`src/rtl/clk_div_pkg.sv`:
```
// clk_div_pkg: shared mode type, reset divisor
// and select-width helper for clk_div_bank.
package clk_div_pkg;

    typedef enum logic {
        SQUARE = 1'b0,
        PULSE  = 1'b1
    } div_mode_e;

    localparam int DEFAULT_DIV = 800;

    function automatic int sel_width(input int n);
        return (n > 1) ? $clog2(n) : 1;
    endfunction

endpackage

```
`src/rtl/clk_div_channel.sv`:
```
// clk_div_channel: one divider channel with a
// shadowed divisor/mode applied at period end.
module clk_div_channel #(
    parameter int WIDTH   = 10,
    parameter int RST_DIV = clk_div_pkg::DEFAULT_DIV
) (
    input  logic                   clk,
    input  logic                   reset,
    input  logic                   enable_n,
    input  logic                   wr_en,
    input  logic [WIDTH-1:0]       wr_div,
    input  clk_div_pkg::div_mode_e wr_mode,
    output logic                   pending,
    output logic [WIDTH-1:0]       q,
    output logic                   lohi,
    output logic                   tick
);
    import clk_div_pkg::*;

    localparam logic [WIDTH-1:0] DIV_RST = WIDTH'(RST_DIV);
    localparam logic [WIDTH-1:0] ONE     = WIDTH'(1);

    logic [WIDTH-1:0] div_q;
    div_mode_e        mode_q;
    logic [WIDTH-1:0] shd_div;
    div_mode_e        shd_mode;

    logic             off;
    logic             run;
    logic             term;
    logic             apply;
    logic             mode_chg;
    logic             lohi_run;

    logic [WIDTH-1:0] q_nx;
    logic [WIDTH-1:0] div_nx;
    div_mode_e        mode_nx;
    logic [WIDTH-1:0] shd_div_nx;
    div_mode_e        shd_mode_nx;
    logic             pend_nx;
    logic             lohi_nx;

    assign off      = (div_q == '0);
    assign run      = ~enable_n & ~off;
    assign term     = run & (q == div_q - ONE);
    assign mode_chg = (shd_mode != mode_q);
    assign tick     = term & ~reset;

    // A stopped or disabled channel has no period
    // to finish, so the shadow may land at once.
    assign apply = pending & (term | off | enable_n);

    // lohi as it evolves under the current divisor/mode
    always_comb begin
        lohi_run = 1'b0;
        unique case (1'b1)
            off:                          lohi_run = 1'b0;
            (~off && mode_q == SQUARE):   lohi_run = lohi ^ term;
            (~off && mode_q == PULSE):    lohi_run = term;
            default:                      lohi_run = 1'b0;
        endcase
    end

    // next counter, active config, shadow and lohi
    always_comb begin
        q_nx        = q;
        div_nx      = div_q;
        mode_nx     = mode_q;
        shd_div_nx  = shd_div;
        shd_mode_nx = shd_mode;
        pend_nx     = pending;
        lohi_nx     = lohi_run;

        if (apply) begin
            q_nx    = '0;
            div_nx  = shd_div;
            mode_nx = shd_mode;
            pend_nx = 1'b0;
            if (mode_chg || shd_div == '0) begin
                lohi_nx = 1'b0;
            end
        end else if (term) begin
            q_nx = '0;
        end else if (run) begin
            q_nx = q + ONE;
        end

        // apply needs pending=1, a write needs
        // pending=0, so the two never collide
        if (wr_en && !pending) begin
            pend_nx     = 1'b1;
            shd_div_nx  = wr_div;
            shd_mode_nx = wr_mode;
        end
    end

    // state registers with synchronous reset
    always_ff @(posedge clk) begin
        if (reset) begin
            q        <= '0;
            div_q    <= DIV_RST;
            mode_q   <= SQUARE;
            shd_div  <= DIV_RST;
            shd_mode <= SQUARE;
            pending  <= 1'b0;
            lohi     <= 1'b0;
        end else begin
            q        <= q_nx;
            div_q    <= div_nx;
            mode_q   <= mode_nx;
            shd_div  <= shd_div_nx;
            shd_mode <= shd_mode_nx;
            pending  <= pend_nx;
            lohi     <= lohi_nx;
        end
    end

endmodule

```
`src/rtl/clk_div_bank.sv`:
```
// clk_div_bank: CHANNELS independent dividers
// behind one valid/ready config port.
module clk_div_bank #(
    parameter int  WIDTH       = 10,
    parameter int  CHANNELS    = 2,
    parameter int  DEFAULT_DIV = clk_div_pkg::DEFAULT_DIV,
    localparam int CH_W        = clk_div_pkg::sel_width(CHANNELS)
) (
    input  logic                           clk,
    input  logic                           reset,
    input  logic                           enable_n,
    input  logic                           cfg_valid,
    output logic                           cfg_ready,
    input  logic [CH_W-1:0]                cfg_ch,
    input  logic [WIDTH-1:0]               cfg_div,
    input  logic                           cfg_mode,
    output logic [CHANNELS-1:0][WIDTH-1:0] q,
    output logic [CHANNELS-1:0]            lohi,
    output logic [CHANNELS-1:0]            tick
);
    import clk_div_pkg::*;

    logic [CHANNELS-1:0] sel;
    logic [CHANNELS-1:0] pend;
    logic                cfg_fire;
    div_mode_e           mode_in;

    assign mode_in = div_mode_e'(cfg_mode);

    // one-hot channel select; all zero when out of range
    always_comb begin
        sel = '0;
        for (int i = 0; i < CHANNELS; i++) begin
            sel[i] = (cfg_ch == CH_W'(i));
        end
    end

    // out-of-range targets are always ready and dropped
    assign cfg_ready = ~|(sel & pend);
    assign cfg_fire  = cfg_valid & cfg_ready;

    for (genvar i = 0; i < CHANNELS; i++) begin : g_ch
        clk_div_channel #(
            .WIDTH   (WIDTH),
            .RST_DIV (DEFAULT_DIV)
        ) u_ch (
            .clk      (clk),
            .reset    (reset),
            .enable_n (enable_n),
            .wr_en    (cfg_fire & sel[i]),
            .wr_div   (cfg_div),
            .wr_mode  (mode_in),
            .pending  (pend[i]),
            .q        (q[i]),
            .lohi     (lohi[i]),
            .tick     (tick[i])
        );
    end

endmodule

```
`config.mk`:
```
export PLATFORM = sky130hd
export DESIGN_NAME = clk_div_bank
export DESIGN_NICKNAME = d
export VERILOG_FILES = /design/src/rtl/clk_div_pkg.sv /design/src/rtl/clk_div_channel.sv /design/src/rtl/clk_div_bank.sv
export SDC_FILE = /design/constraint.sdc
export NUM_CORES = 1
export LEC_CHECK = 0
export ABC_AREA = 1
export CAP_MARGIN = 10
export CORE_MARGIN = 2
export CORE_UTILIZATION = 30
export DETAILED_ROUTE_END_ITERATION = 16
export PLACE_DENSITY = 0.56
export SLEW_MARGIN = 20
export SYNTH_ARGS = -nofsm -noshare
export SYNTH_HDL_FRONTEND = slang
export SYNTH_HIERARCHICAL = 1
export SYNTH_SLANG_ARGS = --single-unit
```
`constraint.sdc`:
```
create_clock -name clk -period 3.46 [get_ports clk]
set_input_delay 0.519 -clock clk [delete_from_list [all_inputs] [get_ports clk]]
set_output_delay 0.519 -clock clk [all_outputs]
set_load 0.03 [all_outputs]
```
### Word level (Yosys, flattened, before mapping)

Index checks and enable logic that the tools add are counted.
Widths: inputs -> output; s select.

| word-level totals | value |
|---|---|
| flip-flop bits (word level) | 68 |
| bits in latches | 0 |
| memory bits (writable) | 0 |
| memory bits (read-only) | 0 |
| bits of input ports | 16 |
| output and inout port bits | 25 |
| word-level logic and storage cells | 77 |
| memories kept | 0 |

| operators by class | value |
|---|---|
| add/subtract/negate cells | 4 |
| $mul | 0 |
| div/mod/pow operators | 0 |
| magnitude comparators | 0 |
| equality and inequality tests | 4 |
| shift-type cells | 0 |
| mux-type cells | 10 |
| bitwise gates (word level) | 25 |
| reduce and logical (&&, ||, !) cells | 20 |

Operators by type and width:

| cell | count |
|---|---|
| $logic_not 10->1 | 4 |
| $add 10x1->10 const B | 2 |
| $eq 10x10->1 | 2 |
| $sub 10x1->10 const B | 2 |
| $and 1x1->1 | 11 |
| $mux 1 | 8 |
| $not 1->1 | 7 |
| $logic_and 1x1->1 | 6 |
| $reduce_or 3->1 | 2 |
| $or 1x1->1 | 4 |
| $pmux 1 s2 | 2 |
| $reduce_bool 2->1 | 2 |
| $logic_not 1->1 | 3 |
| $and 2x2->2 | 1 |
| $logic_or 1x1->1 | 2 |
| $ne 1x1->1 | 2 |
| $reduce_or 2->1 | 1 |
| $xor 1x1->1 | 2 |

### Depth between registers and ports, before layout

Gate-level depths: netlist of the first run.

| depth | value |
|---|---|
| depth after elaboration | 9 |
| depth in mapped cells | 16 |
| gate-level depth less buffers | 15 |

### Modules after synthesis

The synthesis of the first run kept the hierarchy.

By module, submodules not included:

| module | times used | cells each | area an instance (um^2) | sequential area each (um^2) |
|---|---|---|---|---|
| clk_div_channel | 2 | 296 | 1905.6 | 680.7 |
| clk_div_bank | 1 | 9 | 38.8 | 0.0 |

### Least setup slack after synthesis of the first run

No wires, ideal clock.

| timing | value |
|---|---|
| path kind | reg2out |
| start | register g_ch[0].u_ch.div_q[0] |
| end | output port tick[0] |
| data arrival time | 2218 ps |
| required time | 2941 ps |
| slack | 723 ps |
| stages on the path, launching flop included | 9 |
| path buffers | 0 |
| path through | dfxtp_1 inv_1 ha_1 nand2_2 nor2_4 a21oi_4 nand2_1 or2_2 nor4_1 |

| on the way | value |
|---|---|
| longest elaborated chain between the ends | 5 |
| elaborated cells between the ends (all ways) | 7 |
| classes of those cells | add/sub (1); eq/ne (1); bitwise (4); reduce/logical (1) |

RTL lines:

| item | line | text |
|---|---|---|
| start: declaration | clk_div_channel.sv:23 | `logic [WIDTH-1:0] div_q;` |
| start signal: assignment | clk_div_channel.sv:109 | `div_q <= div_nx;` |
| branches (longest 3 deep; another with $sub 10x1->10) | -- |  |
| $and 1x1->1 (*) | clk_div_channel.sv:45 | `assign term = run & (q == div_q - ONE);` |
| $and 1x1->1 (*) | clk_div_channel.sv:47 | `assign tick = term & ~reset;` |
| end: declaration | clk_div_bank.sv:19 | `output logic [CHANNELS-1:0] tick` |

Mark *: on every way between the ends.

### Worst setup path in the final report of the first run

Same ends and word-level chain as after synthesis.

==> results of run 1 <==
cells in the mapped netlist:
library cell | number | area, sq um
dfxtp_1 | 68 | 1360
nand3_2 | 2 | 20.0
nand3_1 | 70 | 350
nand4_1 | 4 | 25.0
o21ai_1 | 2 | 10.0
nor3_1 | 2 | 10.0
clkinv_1 | 3 | 11.3
a41oi_1 | 2 | 17.5
ha_1 | 4 | 50.1
xor2_1 | 24 | 210
nor4_1 | 8 | 50.1
nor2_1 | 79 | 297
nand2_1 | 152 | 571
or2_2 | 2 | 12.5
a21oi_1 | 32 | 160
buf_6 | 4 | 45.0
clkbuf_1 | 8 | 30.0
nand2_2 | 7 | 43.8
o21ai_0 | 20 | 100
xnor2_1 | 2 | 17.5
o21bai_1 | 2 | 15.0
buf_2 | 4 | 20.0
nor2_4 | 2 | 22.5
a21oi_4 | 2 | 32.5
nor2_2 | 3 | 18.8
inv_1 | 93 | 349
worst max-delay path: cells and delay by family, from the launching register on:
| kind | cells | cell delay [ns] |
|---|---|---|
| buf+inv | 2 | 0.83 |
| flops | 1 | 0.33 |
| simple gates | 7 | 1.08 |
| fa+ha+maj | 1 | 0.22 |
cell type report:
cell class	count	area, sq um	area share
clock buffers	9	225	0.0478
clock inverters	7	82.6	0.0175
inverters	96	360	0.0765
multi-input cells	421	2030	0.432
flip-flops and latches	68	1360	0.289
well taps	172	215	0.0457
repair buffers	44	433	0.0919
cell usage in the layout, fill, tap and decap left out:
master / n
nand2_1: 152
inv_1: 93
nor2_1: 79
nand3_1: 70
dfxtp_1: 68
clkdlybuf4s50_1: 39
a21oi_1: 32
xor2_1: 24
o21ai_0: 20
clkbuf_16: 9
nor4_1: 8
nand2_2: 7
nand4_1: 4
ha_1: 4
buf_4: 4
clkinv_1: 3
nor2_2: 3
clkinvlp_4: 2
inv_6: 2
o21ai_1: 2
nor2_4: 2
o21bai_1: 2
a21oi_4: 2
or2_2: 2
nor3_1: 2
nand3_2: 2
xnor2_1: 2
a41oi_1: 2
inv_8: 1
bufinv_16: 1
clkinv_4: 1
dlymetal6s2s_1: 1
cells by family (layout without fill, tap and decap cells):
kind of cell | after synthesis | in the layout | share of synthesized area
flops | 68 | 68 | 0.354
compound gates | 60 | 60 | 0.0871
buf+inv | 112 | 156 | 0.118
fa+ha+maj | 4 | 4 | 0.0130
simple gates | 331 | 331 | 0.369
xor+xnor | 26 | 26 | 0.0591
sequential cells by signal (all words and copies together), names as in the netlist:
name and flops:
g_ch.u_ch/div_q 20, g_ch.u_ch/lohi 2, g_ch.u_ch/mode_q 2, g_ch.u_ch/pending 2, g_ch.u_ch/q 20, g_ch.u_ch/shd_div 20, g_ch.u_ch/shd_mode 2
metrics by stage:
stage	worst slack [ns]	cell area, sq um	utilization
4_1_cts	0.164	4710	0.375
5_1_grt	0.0377	4710	0.375
2_1_floorplan	0.723	3850	-
3_5_place_dp	0.332	4400	0.350
3_3_place_gp	0.312	4400	0.350
6_report	0.159	4710	0.375
power groups by stage:
stage / logic, mW / clock network (mW) / registers [mW]
after floorplan: 0.219 / 0 / 0.876
after global placement: 0.291 / 0 / 0.889
after detailed placement: 0.294 / 0 / 0.890
after CTS: 0.296 / 0.971 / 0.873
after global routing: 0.338 / 1.01 / 0.879
final: 0.294 / 0.946 / 0.873
final timing paths:
| check | to | startpoint |
|---|---|---|
| setup reg to reg | g_ch[1].u_ch/q[1]$_SDFFE_PP0P_ | g_ch[1].u_ch/div_q[0]$_SDFFE_PP0P_ |
| hold / removal | g_ch[1].u_ch/shd_div[3]$_SDFFE_PP0P_ | g_ch[1].u_ch/shd_div[3]$_SDFFE_PP0P_ |
| setup / recovery | tick[0] | g_ch[0].u_ch/div_q[0]$_SDFFE_PP0P_ |
| hold reg to reg | g_ch[1].u_ch/shd_div[3]$_SDFFE_PP0P_ | g_ch[1].u_ch/shd_div[3]$_SDFFE_PP0P_ |
metal layers:
| metal | GRT usage | part of all wire |
|---|---|---|
| met3 | 0.0232 | 0.043 |
| met2 | 0.218 | 0.43 |
| met5 | 0 | 0 |
| met4 | 0.0761 | 0.027 |
| met1 | 0.204 | 0.50 |
==> results.md, run 1 <==
* Sequential Power Share at 0.413
* Psw at 610 uW
* Die area at 13800 sq um
* DR WL/cell at 11.4 um
* Mean Syn Cell Area at 6.41 sq um
* Hold Slack at 0.479 ns
* Die height at 117 um
* Cell Count, Final, Fillers Out at 817
* GRT Total Usage at 0.146
* Routed Wire Length at 9350 um
* Slew HR at 0.474
* Drc violations at 0
* Critical path launch point type: flop
* # clock sinks at 68
* Total setup buffers inserted after CTS at 0
* # diodes at 0
* Placed insts at 801
* Maxcap violations at 0
* Post-layout total power at 2.11 mW
* Via count at 3676
* Unrepaired setup endpoints after global routing: no
* Register-to-register setup slack at 0.97 ns
* Yosys cell types at 26
* Setup Skew at 0.00626 ns
* Seq/Total Area, Yosys at 0.354
* Hold Crit Class: flop to flop
* Die Wd at 117 um
* Initial Util at 0.306
* Final-report setup violation count at 0
* # rows at 41
* Final setup TNS at 0 ns
* Clock Path Buffers at 2
* Max-slew violation count at 0
* Post-synthesis cell area at 3850 sq um
* Post_cts resized at 0
* Via density at 4.50
* Status: completed
* Pint at 1.50 mW
* Critical path peak fanout at 4
* Routed Antenna Nets at 0
* H-tree depth at 3
* Synth Register Bits at 68
* PwrDens at 449 nW/um^2
* Drt pass-1 iters at 4
* Yosys warns at 6
* Clock-pin slew on the worst setup and hold paths at 0.06 ns
* Syn nets at 621
* Crit-path slowest cell: clkdlybuf4s50_1
* Post-Synthesis Cells at 601
* Post-CTS Hold Fix Bufs at 0
* Crit-path cells: inv_1, ha_1, nand2_1, nor2_1, nand3_1, nand2_1, nand3_1, or2_2, nor4_1, clkdlybuf4s50_1
* Gp weighted congestion at 0.886
* Clock power share at 0.448
* Critical path class: flop to output port
* Comb power frac at 0.139
* Max VDD drop at 0.000275 V
* Vias in the first global route at 3324
* Final Hold Fails at 0
* Max incr delay on CP at 0.75 ns
* Clock Latency Late Sink at 0.34 ns
* DR iter-0 viols at 161
* First-pass GRT wire length at 15800 um
* Area delta synth->final at 22.4%
* Fin crit share at 0.954
* Crit path time final at 3.30 ns
* Root Driver: clkbuf_16
* Nets at 660
* Least-Margin Pin Slew at 0.788 ns
* Core ar. at 12600 sq um
* Number of CTS-inserted buffers at 9
* Setup crit end kind: output port
* Dpl hpwl at 7170 um
* WP data required at 2.94 ns
* Worst EP arrival at 2.78 ns
* I/O pins at 41
* Total global routing overflow at 0
* I/O Buffers at 40
* Reg2reg path depth at 13
* Fmax at 303 MHz
* Sw frac at 0.289
* Lkg Pwr at 2.08 nW
* Largest net degree at the start of global routing at 26
* Initial antenna violation count at 0
* Fraction of layout cells with a size suffix above 1 at 0.0589
* # fillers at 1351
* CTS tree: yes
* Worst Hold Depth at 2
Power figures use the tool's default switching activity.
==> run 2: changes to the inputs <==
--- a/config.mk
+++ b/config.mk
@@ -11,7 +11,7 @@
 export CORE_UTILIZATION = 30
 export DETAILED_ROUTE_END_ITERATION = 16
 export PLACE_DENSITY = 0.56
-export SLEW_MARGIN = 20
+export SLEW_MARGIN = 10
 export SYNTH_ARGS = -nofsm -noshare
 export SYNTH_HDL_FRONTEND = slang
 export SYNTH_HIERARCHICAL = 1
==> results of run 2 <==
Same layout as run 1: the final DEF is identical, and so are final timing and power.
